**config.mk**
```make
export PLATFORM = sky130hd
export DESIGN_NAME = tcp_rx_parser
export DESIGN_NICKNAME = d
export VERILOG_FILES = /design/src/rtl/tcp_pkg.sv /design/src/rtl/tcp_csum_acc.sv /design/src/rtl/tcp_rx_parser.sv
export SDC_FILE = /design/constraint.sdc
export NUM_CORES = 1
export LEC_CHECK = 0
export ABC_AREA = 1
export CORE_ASPECT_RATIO = 0.7
export CORE_MARGIN = 1.5
export CORE_UTILIZATION = 54
export DETAILED_ROUTE_END_ITERATION = 8
export PLACE_DENSITY = 0.86
export REMOVE_ABC_BUFFERS = 1
export SLEW_MARGIN = 25
export SYNTH_ARGS = -nofsm -noshare
export SYNTH_HDL_FRONTEND = slang
export SYNTH_SLANG_ARGS = --single-unit
```
**constraint.sdc**
```tcl
create_clock -name clk -period 2.55 [get_ports clk]
set_input_delay 0.6375 -clock clk [delete_from_list [all_inputs] [get_ports clk]]
set_output_delay 0.6375 -clock clk [all_outputs]
set_load 0.02 [all_outputs]
```
**src/rtl/tcp_pkg.sv**
```systemverilog
// Shared TCP RX types: parser states, header field layout, flag bit positions
// and a 16-bit ones-complement adder used by the checksum path.
package tcp_pkg;

   localparam int TCP_HDR_MIN_BYTES = 20;

   typedef enum int {
      FLAG_FIN = 0,
      FLAG_SYN = 1,
      FLAG_RST = 2,
      FLAG_PSH = 3,
      FLAG_ACK = 4
   } tcp_flag_e;

   typedef enum logic [1:0] {
      S_HDR,
      S_SYNC,
      S_PAYLOAD,
      S_DROP
   } state_t;

   typedef struct packed {
      logic [15:0] src_port;
      logic [15:0] dst_port;
      logic [31:0] seq;
      logic [31:0] ack;
      logic [3:0]  doff;
      logic [7:0]  flags;
      logic [15:0] window;
   } tcp_hdr_t;

   // End-around-carry add; a+b <= 0x1FFFE so the second add cannot carry again.
   function automatic logic [15:0] oc_add16(input logic [15:0] a, input logic [15:0] b);
      logic [16:0] s;
      s = {1'b0, a} + {1'b0, b};
      return s[15:0] + {15'd0, s[16]};
   endfunction

endpackage

```
**src/rtl/tcp_csum_acc.sv**
```systemverilog
// Byte-serial ones-complement accumulator for the TCP checksum; only built when
// TCP_RX_CKSUM_EN is defined. Clears itself on the last byte of each segment.
module tcp_csum_acc
   import tcp_pkg::*;
(
   input  logic        clk,
   input  logic        rst_n,
   input  logic        add,
   input  logic        last,
   input  logic [7:0]  data,
   input  logic [15:0] pseudo_sum,
   output logic [15:0] sum_final
);

   logic [15:0] sum_r;
   logic [15:0] len_r;
   logic [15:0] word;
   logic [15:0] sum_add;

   // Even byte offsets are the high half of a big-endian word; a trailing odd
   // byte therefore lands as {byte, 8'h00}, which is the required zero padding.
   always_comb begin
      word      = len_r[0] ? {8'h00, data} : {data, 8'h00};
      sum_add   = oc_add16(sum_r, word);
      sum_final = oc_add16(oc_add16(sum_add, pseudo_sum), len_r + 16'd1);
   end

   // NOTE: sequential state uses non-blocking assignments so every register
   // samples pre-edge values, independent of statement order.
   always_ff @(posedge clk or negedge rst_n) begin
      if (!rst_n) begin
         sum_r <= '0;
         len_r <= '0;
      end else if (add) begin
         if (last) begin
            sum_r <= '0;
            len_r <= '0;
         end else begin
            sum_r <= sum_add;
            len_r <= len_r + 16'd1;
         end
      end
   end

endmodule

```
**src/rtl/tcp_rx_parser.sv**
```systemverilog
// TCP RX parser: strips the header and options, filters on destination port and
// passes payload through with a per-segment seq tag. Optional: TCP_RX_CKSUM_EN.
module tcp_rx_parser
   import tcp_pkg::*;
#(
   parameter int          DATA_WIDTH = 8,
   parameter int          SEQ_BITS   = 32,
   parameter logic [15:0] LOCAL_PORT = 16'd5000
) (
   input  logic                  clk,
   input  logic                  rst_n,
   input  logic [DATA_WIDTH-1:0] s_axis_tdata,
   input  logic                  s_axis_tvalid,
   output logic                  s_axis_tready,
   input  logic                  s_axis_tlast,
   output logic [DATA_WIDTH-1:0] m_axis_tdata,
   output logic                  m_axis_tvalid,
   input  logic                  m_axis_tready,
   output logic                  m_axis_tlast,
   output logic [SEQ_BITS-1:0]   seq_start,
   output logic [SEQ_BITS-1:0]   seq_base,
   output logic                  base_valid,
   output logic                  hdr_valid,
   output logic [31:0]           hdr_ack,
   output logic [7:0]            hdr_flags,
   output logic [15:0]           hdr_window,
   input  logic [15:0]           pseudo_sum,
   output logic                  cksum_err,
   output logic [15:0]           drop_cnt
);

   state_t     state, state_nx;
   logic [5:0] cnt;
   tcp_hdr_t   hdr_r;
   logic [5:0] hdr_last_idx;
   logic       hdr_end, hdr_ok, hdr_pass, hdr_fail, trunc, syn, accept;
   logic       unused_src;

   assign unused_src = ^hdr_r.src_port;

   // doff is only trusted once byte 12 has passed; the last index is always
   // >= 19, so a stale doff from the previous segment can never match early.
   always_comb begin
      hdr_last_idx = (hdr_r.doff < 4'd5) ? 6'(TCP_HDR_MIN_BYTES - 1)
                                         : {hdr_r.doff - 4'd1, 2'b11};
      hdr_ok   = (hdr_r.doff >= 4'd5) && (hdr_r.dst_port == LOCAL_PORT);
      hdr_end  = (state == S_HDR) && s_axis_tvalid && (cnt == hdr_last_idx);
      hdr_pass = hdr_end && hdr_ok;
      hdr_fail = hdr_end && !hdr_ok;
      trunc    = (state == S_HDR) && s_axis_tvalid && s_axis_tlast && !hdr_end;
      syn      = hdr_r.flags[FLAG_SYN];
   end

   // NOTE: every combinational output gets a default first so no path through
   // the case statement can infer a latch.
   always_comb begin
      state_nx      = state;
      s_axis_tready = 1'b0;
      m_axis_tvalid = 1'b0;
      m_axis_tdata  = '0;
      m_axis_tlast  = 1'b0;
      case (state)
         S_HDR: begin
            s_axis_tready = 1'b1;
            if (hdr_end)
               state_nx = s_axis_tlast ? S_HDR : (hdr_ok ? S_SYNC : S_DROP);
         end
         S_SYNC: state_nx = S_PAYLOAD;
         S_PAYLOAD: begin
            s_axis_tready = m_axis_tready;
            m_axis_tvalid = s_axis_tvalid;
            m_axis_tdata  = s_axis_tdata;
            m_axis_tlast  = s_axis_tlast;
            if (s_axis_tvalid && m_axis_tready && s_axis_tlast)
               state_nx = S_HDR;
         end
         S_DROP: begin
            s_axis_tready = 1'b1;
            if (s_axis_tvalid && s_axis_tlast)
               state_nx = S_HDR;
         end
         default: state_nx = S_HDR;
      endcase
   end

   assign accept = s_axis_tvalid & s_axis_tready;

   always_ff @(posedge clk or negedge rst_n) begin
      if (!rst_n) state <= S_HDR;
      else        state <= state_nx;
   end

   always_ff @(posedge clk or negedge rst_n) begin
      if (!rst_n) begin
         cnt        <= '0;
         hdr_r      <= '0;
         hdr_valid  <= 1'b0;
         base_valid <= 1'b0;
         hdr_ack    <= '0;
         hdr_flags  <= '0;
         hdr_window <= '0;
         seq_start  <= '0;
         seq_base   <= '0;
         drop_cnt   <= '0;
      end else begin
         if (state == S_HDR && s_axis_tvalid) begin
            cnt <= (s_axis_tlast || hdr_end) ? 6'd0 : cnt + 6'd1;
            case (cnt)
               6'd0, 6'd1:             hdr_r.src_port <= {hdr_r.src_port[7:0], s_axis_tdata};
               6'd2, 6'd3:             hdr_r.dst_port <= {hdr_r.dst_port[7:0], s_axis_tdata};
               6'd4, 6'd5, 6'd6, 6'd7: hdr_r.seq      <= {hdr_r.seq[23:0], s_axis_tdata};
               6'd8, 6'd9, 6'd10, 6'd11: hdr_r.ack    <= {hdr_r.ack[23:0], s_axis_tdata};
               6'd12:                  hdr_r.doff     <= s_axis_tdata[7:4];
               6'd13:                  hdr_r.flags    <= s_axis_tdata;
               6'd14, 6'd15:           hdr_r.window   <= {hdr_r.window[7:0], s_axis_tdata};
               default: ;
            endcase
         end

         hdr_valid  <= hdr_pass;
         base_valid <= hdr_pass && syn;
         if (hdr_pass) begin
            hdr_ack    <= hdr_r.ack;
            hdr_flags  <= hdr_r.flags;
            hdr_window <= hdr_r.window;
            seq_start  <= hdr_r.seq[SEQ_BITS-1:0] + SEQ_BITS'(syn);
            if (syn)
               seq_base <= hdr_r.seq[SEQ_BITS-1:0] + SEQ_BITS'(1);
         end

         if ((hdr_fail || trunc) && drop_cnt != 16'hFFFF)
            drop_cnt <= drop_cnt + 16'd1;
      end
   end

`ifdef TCP_RX_CKSUM_EN
   logic [15:0] sum_final;
   logic        cksum_chk;

   tcp_csum_acc u_csum (
      .clk        (clk),
      .rst_n      (rst_n),
      .add        (accept),
      .last       (s_axis_tlast),
      .data       (s_axis_tdata),
      .pseudo_sum (pseudo_sum),
      .sum_final  (sum_final)
   );

   // Only segments that were actually forwarded may flag a checksum error.
   assign cksum_chk = accept && s_axis_tlast && ((state == S_PAYLOAD) || hdr_pass);

   always_ff @(posedge clk or negedge rst_n) begin
      if (!rst_n) cksum_err <= 1'b0;
      else        cksum_err <= cksum_chk && (sum_final != 16'hFFFF);
   end
`else
   logic unused_cksum;

   assign unused_cksum = ^pseudo_sum ^ accept;
   assign cksum_err    = 1'b0;
`endif

endmodule

```
### Word level (Yosys, flattened, before mapping)

Index checks and enable logic that the tools add are counted.

* flip-flop bits (word level): 254
* logic and storage cells: 88

* $add $sub $neg: 5
* order comparisons: 2
* equality and inequality tests: 23
* multiplexer cells: 12
* reductions and logical operators: 30

Operators with widths (count)
* 6-bit by 4-bit == test with 1-bit output (second input constant): 8
* 32-bit by 1-bit adder with 32-bit output: 1
* 32-bit by 1-bit adder with 32-bit output (second input constant): 1
* 6-bit by 3-bit == test with 1-bit output (second input constant): 4
* 16-bit by 1-bit adder with 16-bit output (second input constant): 1
* 16-bit by 13-bit == test with 1-bit output (second input constant): 1
* 16-bit != test (second input constant): 1
* 2-bit AND reduction: 7
* 6-bit by 2-bit == test with 1-bit output (second input constant): 2
* 1-bit logical AND: 12
* 6-bit 2-to-1 mux: 2
* 2-bit 2-to-1 mux: 5
* 8-bit 2-to-1 mux: 1
* 2-bit one-hot mux with 4 select lines: 1
* 4-bit OR reduction: 2
* 6-bit by 1-bit adder with 6-bit output (second input constant): 1
* 6-bit == test: 1
* 2-bit != test (second input constant): 3
* 2-bit OR reduction: 3
* 2-bit == test (second input constant): 2
* 4-bit by 3-bit greater-or-equal comparator with 1-bit output (second input constant): 1
* 4-bit by 3-bit less-than comparator with 1-bit output (second input constant): 1
* 4-bit by 1-bit subtractor with 4-bit output (second input constant): 1
* 3-bit AND reduction: 1
* other kinds (6): 9

### Longest topological paths before layout

Gate-level depths: netlist of run 1.

* depth in word-level cells: 8
* gate-level depth with buffers: 15

### Least setup slack after synthesis of run 1

No wires, ideal clock.

* path kind: register -> register
* from: register hdr_r[24] (netlist bit)
* to: register seq_base[6]
* arrival: 1.768 ns
* required time: 2.430 ns
* setup slack: 0.661 ns
* cell stages (with the launch flop): 15
* buffers on the path: 1
* period minus slack after synthesis: 1.889 ns
* cells stage by stage: dfrtp_1 inv_1 ha_1 inv_1 nand2_2 nand2_2 nand3_1 nand2_1 nor2_1 nand4_4 nor2_4 inv_2 buf_6 nand2_1 nand2_1

* cells in the longest elaborated chain, start to end: 6
* elaborated cells on any way between the ends: 9
* classes of those cells: add/sub (1); order compare (2); eq/ne (1); mux (1); reduce/logical (4)

RTL lines
* from (decl): RTL line tcp_rx_parser.sv:34 `tcp_hdr_t hdr_r;`
* 4-bit by 1-bit subtractor with 4-bit output / 4-bit by 3-bit less-than comparator with 1-bit output (equally long branches): RTL line tcp_rx_parser.sv:45, tcp_rx_parser.sv:44
* 6-bit 2-to-1 mux: RTL line tcp_rx_parser.sv:44 `hdr_last_idx = (hdr_r.doff < 4'd5) ? 6'(TCP_HDR_MIN_BYTES - 1)`
* 6-bit == test: RTL line tcp_rx_parser.sv:47 `hdr_end = (state == S_HDR) && s_axis_tvalid && (cnt == hdr_last_idx);`
* 1-bit logical AND: RTL line tcp_rx_parser.sv:47
* 1-bit logical AND *: RTL line tcp_rx_parser.sv:48 `hdr_pass = hdr_end && hdr_ok;`
* 2-bit AND reduction (no line) *
* to (signal assigned): RTL line tcp_rx_parser.sv:128 `seq_base <= hdr_r.seq[SEQ_BITS-1:0] + SEQ_BITS'(1);`
* to (decl): RTL line tcp_rx_parser.sv:21 `output logic [SEQ_BITS-1:0] seq_base,`

Mark *: on every way between the ends. The rest lies on a longest branch, timed or not.
A chain may end at the register's enable or synchronous reset.

### Final worst setup path of run 1

* from: register state[0]
* to: output port s_axis_tready

* cells in the longest elaborated chain, start to end: 3
* elaborated cells on any way between the ends: 5
* classes of those cells: eq/ne (2); mux (1); reduce/logical (2)

RTL lines
* from (decl): RTL line tcp_rx_parser.sv:32 `state_t state, state_nx;`
* from (signal assigned): RTL line tcp_rx_parser.sv:90 `else state <= state_nx;`
* 2-bit == test / 2-bit zero test (equally long branches): RTL line tcp_rx_parser.sv:62 `case (state)`
* 2-bit OR reduction (no line)
* 1-bit one-hot mux with 2 select lines *: RTL line tcp_rx_parser.sv:62
* to (decl): RTL line tcp_rx_parser.sv:14 `output logic s_axis_tready,`

Marked as above.

==> summary.md, run 1 <==
| Metric | Value |
|---|---|
| Ys flop type | dfrtp_1 |
| Warnings from Yosys | 0 |
| Hold_buf cts | 0 |
| CTS root buffer | clkbuf_16 |
| Fillers | 1620 |
| Worst slew pin tran | 0.510 ns |
| Number of synthesized flops with an enable pin | 0 |
| DRT antenna net count | 0 |
| CP Depth | 5 |
| R2r endpoint | seq_start[18]$_DFFE_PN0P_ |
| Sequential share of the synthesized area | 54.5% |
| Synthesized area | 11700 um^2 |
| Post-synth cell types | 32 |
| Initial DRC count | 766 |
| Initial antenna violation count | 0 |
| Num CTS Buffers | 24 |
| Final setup vio count | 0 |
| Drt first pass iters | 6 |
| Gpl congestion | 0.937 |
| Crit Path Max Fanout | 4 |
| Die Area | 22500 um^2 |
| Cell Pwr Density | 757 nW/um^2 |
| Routed vias/inst | 5.20 |
| Crit start category | flip-flop |
| Vias | 9556 |
| Skew final | 0.0134 ns |
| Slowest cell on crit path | dfrtp_1 |
| Die X | 179 um |
| PortBufs | 161 |
| TritonCTS clock tree | done |
| FMAX | 407 MHz |
| Endpoints failing hold | 0 |
| N_diodes | 0 |
| FF+latch count, synth | 254 |
| Cell-by-cell listing of the critical path | inv_1 > ha_2 > nand2_1 > a21oi_1 > clkdlybuf4s15_1 |
| Area of the core | 20900 um^2 |
| WP buf/inv | 2 |
| Worst hold-check path type | in2async |
| DRC viols | 0 |
| VDD IR max | 0.522 mV |
| Grt total ovfl | 0 |
| Commonest non-fill, non-tap cell in the layout | nand2_1 |
| CP Launch Point | state[0]$_DFFE_PN0P_ |
| Share of post-route cells with drive strength above 1 | 6.40% |
| Final worst setup slack | 0.0925 ns |
| CP top delay family | buffers and inverters |
| Headroom to the max-slew limit | 66.0% |
| WS Path Type | reg2out |
| Row count | 44 |
| Ports | 179 |
| GRT Total Usage | 25.4% |
| Reg2reg path depth | 11 |
| Syn Area/Cell | 8.41 um^2 |
| CTS H-tree lvls | 1 |
| Vias in the first global route | 9396 |
| CP endpoint | s_axis_tready |
| RSZ-0062 raised after global routing | no |
| WL per Instance | 15.0 um |
| DP HPWL | 19200 um |
| Fin crit period | 2.46 ns |
| Asr flop ratio synth | 100% |
| Max-slew violations | 0 |
| Critical Path Max Stage Delay | 0.42 ns |
| Post-Syn Instances | 1385 |
| Period utilization | 96.4% |
| Clock latency on the worst-skew pair | 0.52 ns |
| Die H | 126 um |
| Commonest non-fill, non-tap cells in the layout | nand2_1 (484), dfrtp_1 (254), inv_1 (153) |
| CTS Buffer Depth | 3 |
| Setup TNS | 0 ns |
| Pre-CTS WS | -0.0290 ns |
| CP Capture Type | output port |
| Final net count | 1589 |
| Post-Route WL | 27700 um |
| Maximum Capacitance Violations | 0 |
| Initial Utilization | 55.7% |
| Status | finished, final reports clean |
| CP Data Arrival Time | 1.82 ns |
| First-pass GRT wire length | 46100 um |
| R2r setup slk | 0.18 ns |
| # clock sinks | 254 |
| WP data required | 1.91 ns |
| Reg2reg start | hdr_r[24]$_DFFE_PN0P_ |
| Layout area overhead | 23.9% |
| Clock transition at the registers of the reported paths | 0.06 ns |
| Static Leakage | 7.02 nW |
| Largest net degree at the start of global routing | 65 |
==> worst reg2reg max path: stages (launching register included) <==
cell     delay, ns
dfrtp_1       0.39
inv_1         0.11
ha_1          0.23
inv_1         0.08
nand2_2       0.08
nand2_2       0.12
a21oi_1       0.06
nor2_1        0.31
nand4_4       0.26
buf_4         0.33
o21ai_1       0.23
inv_1         0.06
==> worst min path at each step <==
stage                                     start                         end  cells past startpoint
after global placement    hdr_r[55]$_DFFE_PN0P_     hdr_ack[27]$_DFFE_PN0P_                      2
final                                     rst_n     hdr_ack[24]$_DFFE_PN0P_                      1
after CTS                                 rst_n       hdr_r[52]$_DFFE_PN0P_                      1
after floorplan                           rst_n        base_valid$_DFF_PN0_                      0
after global routing                      rst_n     hdr_ack[24]$_DFFE_PN0P_                      1
after detailed placement  hdr_r[14]$_DFFE_PN0P_  hdr_window[14]$_DFFE_PN0P_                      2
==> per-layer routing <==
metal	GRT usage (%)	vias up	wire length [um]
met5	0	-	0
met4	5.00	0	378
met3	5.56	32	2060
met2	39.8	296	12500
met1	36.7	4604	12700
li1	-	4624	-
==> through the flow <==
step / instances / area [um^2] / power, mW / utilization [%] / hold WS (ns)
2_1_floorplan: 1327 / 11300 / 6.51 / - / 0.342
5_1_grt: 1838 / 14400 / 11.6 / 69.0 / 0.0664
4_1_cts: 1838 / 14500 / 11.0 / 69.2 / 0.0657
3_3_place_gp: 1795 / 13700 / 7.27 / 65.3 / 0.452
6_report: 1838 / 14400 / 10.9 / 69.0 / 0.0572
3_5_place_dp: 1795 / 13700 / 7.39 / 65.3 / 0.453
==> cells in the mapped netlist, types with 5 or more instances <==
master	n	share of area (%)
xor2_1	63	4.7
nor3_1	20	0.86
nand3_1	26	1.1
a21oi_1	12	0.52
dfrtp_1	254	55
o21ai_0	109	4.7
nor2_1	74	2.4
nand2_1	484	16
ha_1	15	1.6
buf_2	17	0.73
nand4_1	26	1.4
clkbuf_1	27	0.87
o21ai_1	55	2.4
inv_1	153	4.9
xnor2_1	11	0.83
buf_6	6	0.58
mux2_2	5	0.48
buf_4	6	0.39
==> kinds of logic (layout without fill, tap and decap cells) <==
group	Yosys count	count (layout)	share of synthesized area [%]
muxes	5	5	0.483
and+or+nand+nor	643	643	22.4
xor gates and xnor gates	74	74	5.56
adders and majority gates	15	15	1.61
DFF	254	254	54.5
buffers and inverters	216	393	7.74
AOI/OAI and AO/OA	177	177	7.62
other	1	1	0.0322
==> state kept, by name, indices dropped and copies added, names as in the netlist <==
name        flops
seq_start      32
hdr_ack        32
hdr_window     16
drop_cnt       16
seq_base       32
state           2
base_valid      1
hdr_r         108
hdr_flags       8
hdr_valid       1
cnt             6
==> where the power goes <==
part	leakage, nW	total, mW	internal (mW)	switching (mW)
combinational	3.26	2.18	0.820	1.36
sequential	3.36	5.16	4.57	0.590
clock	0.400	3.59	2.10	1.49
==> timing repair <==
item                                    CTS  global route
setup buffers                             0             0
pin swaps                                 0             0
endpoints found under the setup margin   11            52
gates resized for setup                  19            17
cloned                                    0             0
==> layout make-up <==
class | count | area, um^2 | share of cell area (%)
clock buffers | 38 | 743 | 5.15
flip-flops and latches | 254 | 6360 | 44.0
repair buffers | 192 | 1930 | 13.4
clock inverters | 5 | 65.1 | 0.451
inverters | 158 | 596 | 4.13
well taps | 276 | 345 | 2.39
multi-input cells | 915 | 4400 | 30.5
No activity file was read; power rests on OpenSTA's default activity.
==> inputs of run 2 (changes only) <==
- PLACE_DENSITY: 0.86 -> 0.8
==> run 2 against run 1 <==
Total power increased by 2.8%. Design area increased by 0.62%. Non-clock buffer count decreased by 5. Global-route usage decreased by 0.084 points. Clock power increased by 8.1%. Worst setup slack improved by 0.013 ns. Routed wire length decreased by 0.59%.
==> summary.md, run 2 (synthesized netlist as in run 1, its figures left out) <==
| Metric | Value |
|---|---|
| Clock latency on the worst-skew pair | 0.54 ns (+0.02 ns) |
| Vias in the first global route | 9199 (-2.1%) |
| WP buf/inv | 4 (+2) |
| Fin cells | 1835 (-0.16%) |
| Final setup vio count | 0 (unchanged) |
| R2r setup slk | 0.22 ns (+0.04 ns) |
| Post-Route WL | 27500 um (-0.59%) |
| Endpoints failing hold | 0 (unchanged) |
| CP Capture Type | output port |
| Largest register FFs | 108 (unchanged) |
| Reg2reg path depth | 13 (+2) |
| Worst slew pin tran | 0.561 ns (+0.0509 ns) |
| Row count | 44 (unchanged) |
| WP data required | 1.91 ns (about the same) |
| Power, Total | 11.2 mW (+2.8%) |
| DP HPWL | 18600 um (-3.0%) |
| WS Path Type | reg2out |
| Top reg by flops | hdr_r |
| CP Launch Point | state[0]$_DFFE_PN0P_ |
| Vias | 9465 (-0.95%) |
| Layout area overhead | 24.7% |
| Commonest non-fill, non-tap cells in the layout | nand2_1 (484), dfrtp_1 (254), inv_1 (152) |
| VDD IR max | 0.555 mV (+6.3%) |
| Dpl cells | 1790 (-0.28%) |
| CTS H-tree lvls | 1 (unchanged) |
| Worst hold-check path type | in2async |
| # clock sinks | 254 (unchanged) |
| GRT Total Usage | 25.3% (-0.084 points) |
| Crit Path Max Fanout | 7 (+3) |
| CTS root buffer | clkbuf_16 |
| CTS Buffer Depth | 3 (unchanged) |
| Maximum Capacitance Violations | 0 (unchanged) |
| Skew final | 0.0247 ns (+0.0113 ns) |
| Status | finished, final reports clean |
| Placed cell areas | 13700 um^2 (about the same) |
| Final net count | 1585 (-0.25%) |
| CP Depth | 6 (+1) |
| Period utilization | 95.9% (-0.51 points) |
| CP Data Arrival Time | 1.81 ns (about the same) |
| Commonest non-fill, non-tap cell in the layout | nand2_1 |
| Hold_buf cts | 0 (unchanged) |
| Final core occ | 69.4% (+0.43 points) |
| Share of post-route cells with drive strength above 1 | 5.77% (-0.63 points) |
| Initial antenna violation count | 0 (unchanged) |
| Num CTS Buffers | 25 (+4.2%) |
| CP endpoint | m_axis_tdata[2] |
| Routed vias/inst | 5.16 (-0.79%) |
| Fin Hold WS | 0.0566 ns (-0.000612 ns) |
| Die H | 126 um (unchanged) |
| DRC viols | 0 (unchanged) |
| Largest net degree at the start of global routing | 71 (+9.2%) |
| Cell-by-cell listing of the critical path | inv_2 > ha_4 > buf_12 > nand2_1 > inv_1 > dlygate4sd2_1 |
| Crit start category | flip-flop |
| Area of the core | 20900 um^2 (unchanged) |
| R2r endpoint | seq_base[27]$_DFFE_PN0P_ |
| Ports | 179 (unchanged) |
| Design Area, Final | 14500 um^2 (+0.62%) |
| DRT antenna net count | 0 (unchanged) |
| RSZ-0062 raised after global routing | no |
| FMAX | 409 MHz (+0.54%) |
| Static Leakage | 7.06 nW (+0.54%) |
| WL per Instance | 15.0 um (-0.42%) |
| TritonCTS clock tree | done |
| N_diodes | 0 (unchanged) |
| PortBufs | 161 (unchanged) |
| Reg2reg start | hdr_r[24]$_DFFE_PN0P_ |
| Initial DRC count | 711 (-7.2%) |
| Slowest cell on crit path | dfrtp_1 |
| Cell Pwr Density | 773 nW/um^2 (+2.1%) |
| CP top delay family | buffers and inverters |
| Clock transition at the registers of the reported paths | 0.06 ns (about the same) |
| Fin crit period | 2.44 ns (-0.0131 ns) |
| First-pass GRT wire length | 46000 um (-0.20%) |
| Initial Utilization | 55.7% (unchanged) |
| Max-slew violations | 0 (unchanged) |
| Gpl congestion | 0.947 (+1.0%) |
| Die X | 179 um (unchanged) |
| Die Area | 22500 um^2 (unchanged) |
| Drt first pass iters | 6 (unchanged) |
| Headroom to the max-slew limit | 62.6% (-3.4 points) |
| Critical Path Max Stage Delay | 0.43 ns (about the same) |
| Grt total ovfl | 0 (unchanged) |
## run 2: repair_timing
action | in CTS | in global routing
endpoints found under the setup margin | 11 | 54
buffers inserted | 0 | 0
hold endpoints to repair | 0 | 0
resized for setup | 13 | 8
pin swaps | 0 | 1
## run 2: layout make-up
class                   instances  area [um^2]
fillers                      1669         6390
flip-flops and latches        254         6360
multi-input cells             915         4410
repair buffers                187         1950
clock buffers                  37          741
inverters                     158          596
well taps                     276          345
clock inverters                 8          133
## run 2: how the worst min path moves through the flow
stage	start	endpoint	slack, ns
after detailed placement	hdr_r[11]$_DFFE_PN0P_	hdr_window[11]$_DFFE_PN0P_	0.45
after floorplan	rst_n	base_valid$_DFF_PN0_	0.34
after global routing	rst_n	hdr_ack[24]$_DFFE_PN0P_	0.09
final	rst_n	hdr_ack[24]$_DFFE_PN0P_	0.06
after CTS	rst_n	hdr_ack[24]$_DFFE_PN0P_	0.07
after global placement	hdr_r[18]$_DFFE_PN0P_	hdr_flags[2]$_DFFE_PN0P_	0.45
## run 2: where the power goes
| part | switching (mW) | internal (mW) | leakage (nW) | total (mW) |
|---|---|---|---|---|
| Sequential | 0.596 | 4.57 | 3.36 | 5.16 |
| Clock | 1.55 | 2.32 | 0.428 | 3.88 |
| Combinational | 1.36 | 0.833 | 3.27 | 2.20 |
## run 2: layer usage
metal | track usage [%] | part of all wire [%] | up-vias
met5 | 0 | 0 | -
met4 | 4.66 | 1.5 | 0
met3 | 4.53 | 6.9 | 33
met2 | 40.0 | 46 | 303
met1 | 37.1 | 46 | 4502
li1 | - | - | 4627
## run 2: through the flow
step	TNS, ns	setup WS (ns)
floorplan	-108.49	-1.39
global placement	-1.25	-0.0392
detailed placement	-3.19	-0.131
CTS	0	0.0318
global route	0	0.00261
finish	0	0.106
==> inputs of run 3 (changes only) <==
- CORE_MARGIN: 1.5 -> 5
- MAX_ROUTING_LAYER: default -> met4
- SLEW_MARGIN: 25 -> 10
==> run 3 against run 2 <==
Clock-buffer cell count increased by 1. Clock skew down 0.0085 ns. Design area hardly changed. Register-to-register slack worse by 0.02 ns. Die area is 9.7% higher. Total power decreased by 0.59%. Worst setup slack lost 0.017 ns. Non-clock buffer count up 1. Critical path depth fell by 2. Critical path type unchanged. Largest power group unchanged. Highest routed layer unchanged.
==> summary.md, run 3 (synthesized netlist as in run 1, its figures left out) <==
| Metric | Value |
|---|---|
| Ports | 179 (unchanged) |
| Gpl congestion | 0.933 (-1.5%) |
| GRT Total Usage | 22.8% (-2.5 points) |
| Static Leakage | 7.06 nW (about the same) |
| Post-CTS setup buffers | 0 (unchanged) |
| R2r setup slk | 0.20 ns (-0.02 ns) |
| Headroom to the max-slew limit | 63.7% (+1.0 points) |
| Combinational power share | 19.6% (about the same) |
| # clock sinks | 254 (unchanged) |
| Fillers | 1724 (+3.3%) |
| Endpoints failing hold | 0 (unchanged) |
| Share of post-route cells with drive strength above 1 | 5.77% (-0.0074 points) |
| Internal Power | 7.72 mW (about the same) |
| TritonCTS clock tree | done |
| Vias in the first global route | 9108 (-0.99%) |
| Pre-CTS WS | -0.114 ns (+0.0171 ns) |
| Grt total ovfl | 0 (unchanged) |
| Worst slew pin tran | 0.545 ns (-0.0156 ns) |
| Layout area overhead | 24.6% (about the same) |
| Clock transition at the registers of the reported paths | 0.06 ns (about the same) |
| Top reg by flops | hdr_r |
| Crit Path Max Fanout | 4 (-3) |
| FMAX | 406 MHz (-0.69%) |
| Initial Utilization | 54.3% (-1.4 points) |
| WS Path Type | reg2out |
| First-pass GRT wire length | 45400 um (-1.4%) |
| Reg2reg path depth | 13 (unchanged) |
| DRT antenna net count | 0 (unchanged) |
| Final worst setup slack | 0.0886 ns (-0.0170 ns) |
| DP HPWL | 19100 um (+2.6%) |
| Sequential share of power | 46.1% (about the same) |
| Power share of the clock group | 34.2% (-0.3 points) |
| Placed cell areas | 13700 um^2 (about the same) |
| Drt first pass iters | 5 (-1) |
| RSZ-0062 raised after global routing | no |
| WL per Instance | 14.8 um (-0.91%) |
| Die H | 133 um (+5.6%) |
| Vias | 9362 (-1.1%) |
| Final setup vio count | 0 (unchanged) |
| Max-slew violations | 0 (unchanged) |
| Area of the core | 21500 um^2 (+2.5%) |
| Skew final | 0.0162 ns (-0.00848 ns) |
| Status | finished, final reports clean |
| CP Launch Point | state[1]$_DFFE_PN0P_ |
| CTS H-tree lvls | 1 (unchanged) |
| Fin crit period | 2.46 ns (+0.0170 ns) |
| Crit start category | flip-flop |
| Row count | 45 (+2.3%) |
| N_diodes | 0 (unchanged) |
| DRC viols | 0 (unchanged) |
| Maximum Capacitance Violations | 0 (unchanged) |
| Design Area, Final | 14500 um^2 (about the same) |
| Clock latency on the worst-skew pair | 0.52 ns (-0.02 ns) |
| Largest register FFs | 108 (unchanged) |
| Commonest non-fill, non-tap cells in the layout | nand2_1 (484), dfrtp_1 (254), inv_1 (152) |
| Worst hold-check path type | in2async |
| CTS Buffer Depth | 3 (unchanged) |
| WP data required | 1.91 ns (about the same) |
| Largest net degree at the start of global routing | 70 (-1.4%) |
| CP Capture Type | output port |
| Die Area | 24700 um^2 (+9.7%) |
| PortBufs | 161 (unchanged) |
| Initial antenna violation count | 0 (unchanged) |
| Final net count | 1586 (+0.063%) |
| Post-Route WL | 27400 um (-0.48%) |
| Num CTS Buffers | 25 (unchanged) |
| Period utilization | 96.5% (+0.67 points) |
| Setup TNS | 0 ns (unchanged) |
| Net Switching | 3.45 mW (-1.7%) |
| Initial DRC count | 654 (-8.0%) |
| Commonest non-fill, non-tap cell in the layout | nand2_1 |
| Switching Fraction | 30.9% (-0.35 points) |
| Reg2reg start | hdr_r[24]$_DFFE_PN0P_ |
| Cell Pwr Density | 770 nW/um^2 (-0.50%) |
| Die X | 186 um (+3.9%) |
| VDD IR max | 0.515 mV (-7.2%) |
| CP Data Arrival Time | 1.82 ns (about the same) |
| Routed vias/inst | 5.08 (-1.5%) |
| Power, Total | 11.2 mW (-0.59%) |
| CTS root buffer | clkbuf_16 |
[run 3: final timing paths]
| path | end |
|---|---|
| min | hdr_r[57]$_DFFE_PN0P_ |
| min in group clk | hdr_ack[26]$_DFFE_PN0P_ |
| min reg2reg | hdr_ack[26]$_DFFE_PN0P_ |
| max reg2reg | drop_cnt[4]$_DFFE_PN0P_ |
| max in group asynchronous | seq_start[24]$_DFFE_PN0P_ |
| max | s_axis_tready |
[run 3: what timing repair did]
action / 4_1_cts / 5_1_grt
resized for setup: 14 / 4
endpoints found under the setup margin: 11 / 25
hold buffers: 0 / 0
[run 3: critical path: stages (launching register included)]
cell	delay, ns
dfrtp_1	0.44
inv_1	0.11
ha_1	0.28
a21oi_1	0.13
dlygate4sd2_1	0.35
[run 3: power groups by stage]
stage | registers, mW | logic [mW] | clock network [mW]
final | 5.15 | 2.19 | 3.82
after detailed placement | 5.20 | 2.20 | 0
after floorplan | 5.05 | 1.46 | 0
after global placement | 5.18 | 2.12 | 0
after global routing | 5.23 | 2.51 | 4.06
after CTS | 5.14 | 2.20 | 3.88
[run 3: metrics by stage]
step | hold slack (ns) | util [%] | instances
final | 0.0664 | 67.7 | 1843
after global routing | 0.104 | 67.7 | 1843
after CTS | 0.0766 | 67.7 | 1843
after detailed placement | 0.452 | 63.6 | 1797
after global placement | 0.450 | 63.6 | 1797
after floorplan | 0.342 | - | 1327
[run 3: layout make-up]
cell class              instances  area, um^2  share of cell area, %
flip-flops and latches        254        6360                   43.8
multi-input cells             915        4410                   30.4
repair buffers                188        1940                   13.4
clock buffers                  38         744                   5.13
inverters                     158         596                   4.10
well taps                     282         353                   2.43
clock inverters                 8         119                  0.819
[run 3: metal layers]
metal / up-vias / global-route usage, % / wire (um)
li1: 4624 / - / -
met1: 4462 / 33.8 / 13100
met2: 241 / 33.8 / 12100
met3: 35 / 4.20 / 1730
met4: 0 / 3.72 / 381
met5: - / - / 0
